## src/rtl/char_fetch_sched.sv

```systemverilog
// char_fetch_sched: 4-cell text window fetch pipeline with
// blanking-synchronised shadow code update handshake.
module char_fetch_sched #(
   parameter int X0       = 288,
   parameter int Y0       = 232,
   parameter int VBLANK_Y = 480
) (
   input  logic        clock,
   input  logic        reset,
   input  logic [9:0]  pixelx,
   input  logic [9:0]  pixely,
   input  logic        video_on,
   input  logic [6:0]  Dir0,
   input  logic [6:0]  Dir1,
   input  logic [6:0]  Dir2,
   input  logic [6:0]  Dir3,
   input  logic        upd_req,
   output logic        upd_ack,
   output logic [10:0] rom_addr,
   output logic [2:0]  bit_col,
   output logic [1:0]  slot,
   output logic        pix_en
);

   typedef enum logic [1:0] {
      IDLE,
      WAIT_VB,
      LATCH,
      HOLD
   } state_t;

   localparam logic [10:0] XLO = 11'(X0);
   localparam logic [10:0] XHI = 11'(X0 + 32);
   localparam logic [10:0] YLO = 11'(Y0);
   localparam logic [10:0] YHI = 11'(Y0 + 16);
   localparam logic [10:0] VBL = 11'(VBLANK_Y);
   localparam logic [4:0]  XOFF = 5'(X0);
   localparam logic [3:0]  YOFF = 4'(Y0);

   state_t      state_q;
   logic        upd_ack_q;
   logic [6:0]  shadow_q [4];

   logic        win_d;
   logic [4:0]  dx_d;
   logic [3:0]  dy_d;
   logic        vblank_d;

   logic        win_q;
   logic [1:0]  slot1_q;
   logic [2:0]  col1_q;
   logic [3:0]  row1_q;

   logic [10:0] rom_addr_q;
   logic [2:0]  bit_col_q;
   logic [1:0]  slot_q;
   logic        pix_en_q;

   // Window decode on the live coordinates; the low bits of the
   // 10-bit offset equal the difference of the low bits alone.
   always_comb begin
      win_d = video_on
            && ({1'b0, pixelx} >= XLO) && ({1'b0, pixelx} < XHI)
            && ({1'b0, pixely} >= YLO) && ({1'b0, pixely} < YHI);
      dx_d = pixelx[4:0] - XOFF;
      dy_d = pixely[3:0] - YOFF;
      vblank_d = ({1'b0, pixely} >= VBL);
   end

   // Stage 1: register window hit and cell coordinates.
   always_ff @(posedge clock) begin
      if (!reset) begin
         win_q   <= 1'b0;
         slot1_q <= 2'd0;
         col1_q  <= 3'd0;
         row1_q  <= 4'd0;
      end else begin
         win_q   <= win_d;
         slot1_q <= dx_d[4:3];
         col1_q  <= dx_d[2:0];
         row1_q  <= dy_d;
      end
   end

   // Stage 2: look up the shadow code and form the ROM address.
   always_ff @(posedge clock) begin
      if (!reset || !win_q) begin
         rom_addr_q <= 11'd0;
         bit_col_q  <= 3'd0;
         slot_q     <= 2'd0;
         pix_en_q   <= 1'b0;
      end else begin
         rom_addr_q <= {shadow_q[slot1_q], row1_q};
         bit_col_q  <= col1_q;
         slot_q     <= slot1_q;
         pix_en_q   <= 1'b1;
      end
   end

   // Update FSM: defer capture of new codes to vertical blanking.
   always_ff @(posedge clock) begin
      if (!reset) begin
         state_q   <= IDLE;
         upd_ack_q <= 1'b0;
         for (int i = 0; i < 4; i++) begin
            shadow_q[i] <= 7'h20;
         end
      end else begin
         upd_ack_q <= 1'b0;
         unique case (state_q)
            IDLE: begin
               if (upd_req) state_q <= WAIT_VB;
            end
            WAIT_VB: begin
               if (!upd_req) begin
                  state_q <= IDLE;
               end else if (vblank_d) begin
                  state_q   <= LATCH;
                  upd_ack_q <= 1'b1;
               end
            end
            LATCH: begin
               shadow_q[0] <= Dir0;
               shadow_q[1] <= Dir1;
               shadow_q[2] <= Dir2;
               shadow_q[3] <= Dir3;
               state_q     <= HOLD;
            end
            HOLD: begin
               if (!upd_req) state_q <= IDLE;
            end
         endcase
      end
   end

   assign upd_ack  = upd_ack_q;
   assign rom_addr = rom_addr_q;
   assign bit_col  = bit_col_q;
   assign slot     = slot_q;
   assign pix_en   = pix_en_q;

endmodule

```

## config.mk

```make
export PLATFORM = sky130hd
export DESIGN_NAME = char_fetch_sched
export DESIGN_NICKNAME = d
export VERILOG_FILES = /design/src/rtl/char_fetch_sched.sv
export SDC_FILE = /design/constraint.sdc
export NUM_CORES = 1
export LEC_CHECK = 0
export ABC_AREA = 1
export CORE_UTILIZATION = 45
export CTS_CLUSTER_SIZE = 28
export DETAILED_ROUTE_END_ITERATION = 6
export PLACE_DENSITY = 0.81
export SLEW_MARGIN = 20
export SYNTH_ARGS = -nofsm -noshare
export SYNTH_HDL_FRONTEND = slang
export SYNTH_SLANG_ARGS = --single-unit
```

## constraint.sdc

```tcl
create_clock -name clock -period 2.25 [get_ports clock]
set_input_delay 0.45 -clock clock [delete_from_list [all_inputs] [get_ports clock]]
set_output_delay 0.45 -clock clock [all_outputs]
set_load 0.01 [all_outputs]
```

==> out/qor.txt <==
Tmin final: 1.64 ns
Sw Share: 21.6%
Finished Layout Cells: 422
Comb power frac: 8.5%
Post-synth EDFFs: 28
Setup CP Type: flip-flop to output pin
Cell variety after synth: 16
Reg power frac: 51.2%
top-area cell type share of the netlist area: 36.0%
placed cell count: 406
Placeable Area: 4850 µm²
later-pin clock latency in the skew report: 0.33 ns
Slowest-stage cell, CP: clkdlybuf4s50_1
hold violation total from the final report: 0
1st-iter DRT viols: 100
Die Ht: 74.1 µm
cell area after layout: 3290 µm²
Worst R2R Path Depth: 4
Pint: 1.77 mW
Final Wtd Congestion: 0.793
status: finished, final reports clean
htree depth: 3
final setup TNS: 0 ns
Seq cells post-synth: 58
Layout Nets: 402
diode count: 0
Layout Skew: 0.00805 ns
Num CTS Buffers: 9
DRC: 0
Worst Path Required: 1.80 ns
largest net degree at the start of global routing: 29
Util after Layout: 67.9%
antenna violations before repair: 0
Ys Warns: 0
Crit. Startpoint: rom_addr[7]
critical hold path startpoint: row1_q[2]
PostCTS Resize Cnt: 0
CP Capture Type: output pin
post-CTS setup buffers: 0
Max transition margin: 61.0%
Synth Flop Type: dfxtp_1
GRT Total Usage: 18.0%
worst hold path class: flip-flop to flip-flop
Max IR drop VDD: 0.488 mV
clk slew on worst S/H paths: 0.06 ns
hold-critical path depth: 2
clock power share: 40.4%
Storage cell area: 1440 µm²
Largest stage delay, worst path: 0.54 ns
worst path arrival time: 1.19 ns
DR WL/cell: 10.5 µm
reg2reg start: slot1_q[0]
Initial Util: 48.2%
Max-Cap Viols: 0
GRT overflow: 0
Clock Path Buffers: 2
Root Driver: clkbuf_8
Async SR Flop Fraction: 0%
CTS tree: yes
Post-Syn Area: 2340 µm²
placed inst area: 3100 µm²
multi-input logic area: 547 µm²
top cells by count, synth: 78 x inv_1, 54 x nand2_1, 31 x nor2_1
ranking of synthesized cells by area: edfxtp_1 36%, dfxtp_1 26%, inv_1 13%
CTS sink count: 58
# fillers: 384
num rows: 25
Mapped Cells: 273
WL final: 4.45 mm
worst path buffer plus inverter count: 1
first-pass GRT wire length: 7.00 mm
I/O pin cnt: 70
vias in the first global route: 1683
sequential element share of the synthesized area: 61.7%
Critical Path Start Type: flip-flop
peak fanout along the critical path: 1
largest area contributor in the netlist: edfxtp_1
syn_area_per_cell: 8.56 µm²
die width: 74.1 µm
antenna viol nets, final: 0
DIE AREA: 5480 µm²
Mapped Nets: 325
period utilization: 73.1%
vias post-DR: 1804
CP Depth: 1
Final Slew Violations: 0
worst slew pin tran: 0.585 ns
Max Freq: 608 MHz
crit-path cells: clkdlybuf4s50_1
Final setup viols: 0
Top Family by Delay on Critical Path: buffers and inverters
layout cell share with drive strength beyond 1: 8.73%
leakage: 1.57 nW
Area growth syn-to-layout: 41.0%
unrepaired setup endpoints after global routing: false
TritonRoute pass-1 iters: 4
DPL Wire Length: 3.13 mm
dominant cell by count in the synthesized netlist: inv_1
DR vias/cell: 4.27
switching power: 0.487 mW
post-cts hold buffer count: 0
Cell Pwr Density: 686 nW/µm²
PortBufs: 69
==> cell type report <==
class	count	share of cell area (%)
tap	67	2.54
inverter	80	9.12
timing repair buffer	74	22.1
clock inverter	2	0.304
clock buffer	14	5.58
multi-input combinational	127	16.6
sequential	58	43.8
==> registers in the layout, summed over array words and instances, names as in the netlist, named ones only <==
register  count
bit_col       3
col1_q        3
pix_en        1
rom_addr     11
row1_q        4
shadow_q     28
slot          2
slot1_q       2
state_q       1
upd_ack       1
win_q         1
==> per-stage QoR <==
stage / hold slack, ns / total power, mW / setup slack [ns]
final: 0.408 / 2.26 / 0.605
after global routing: 0.415 / 2.34 / 0.572
after CTS: 0.409 / 2.27 / 0.577
after detailed placement: 0.400 / 1.37 / 0.433
after global placement: 0.398 / 1.36 / 0.457
after floorplan: 0.394 / 1.26 / 0.556
==> cell families after synthesis <==
group                  synth area share [%]
AOI/OAI and AO/OA                      2.14
DFF                                    61.7
and+or+nand+nor                        21.3
buffers and inverters                  14.9
==> placed cells by master (no fill, tap or decap) <==
cell	count
inv_1	78
clkdlybuf4s50_1	69
nand2_1	54
nor2_1	31
dfxtp_1	30
edfxtp_1	28
nand3_1	17
clkbuf_8	11
nor2_2	10
a21oi_1	8
buf_4	5
or2_1	4
inv_2	2
o21ai_0	2
clkinv_2	2
clkbuf_1	2
nor3_1	1
clkbuf_16	1
==> power by group through the flow <==
stage	combinational [mW]	sequential [mW]	clock, mW
final	0.191	1.16	0.913
after floorplan	0.0840	1.17	0
after global placement	0.186	1.18	0
after detailed placement	0.191	1.18	0
after global routing	0.213	1.16	0.967
after CTS	0.193	1.16	0.922
==> worst paths after layout <==
check	slack, ns	end
setup reg to reg	0.83	rom_addr[7]
setup / recovery	0.61	rom_addr[7]
hold / removal	0.41	rom_addr[2]
hold reg to reg	0.41	rom_addr[2]
==> per-layer routing <==
metal / track usage (%) / share of wire [%] / up-vias
met5: 0 / 0 / -
met4: 10.0 / 1.8 / 0
met3: 5.83 / 5.2 / 7
met2: 31.2 / 52 / 53
met1: 19.2 / 41 / 795
li1: - / - / 949
No activity file was read; power rests on OpenSTA's default activity.
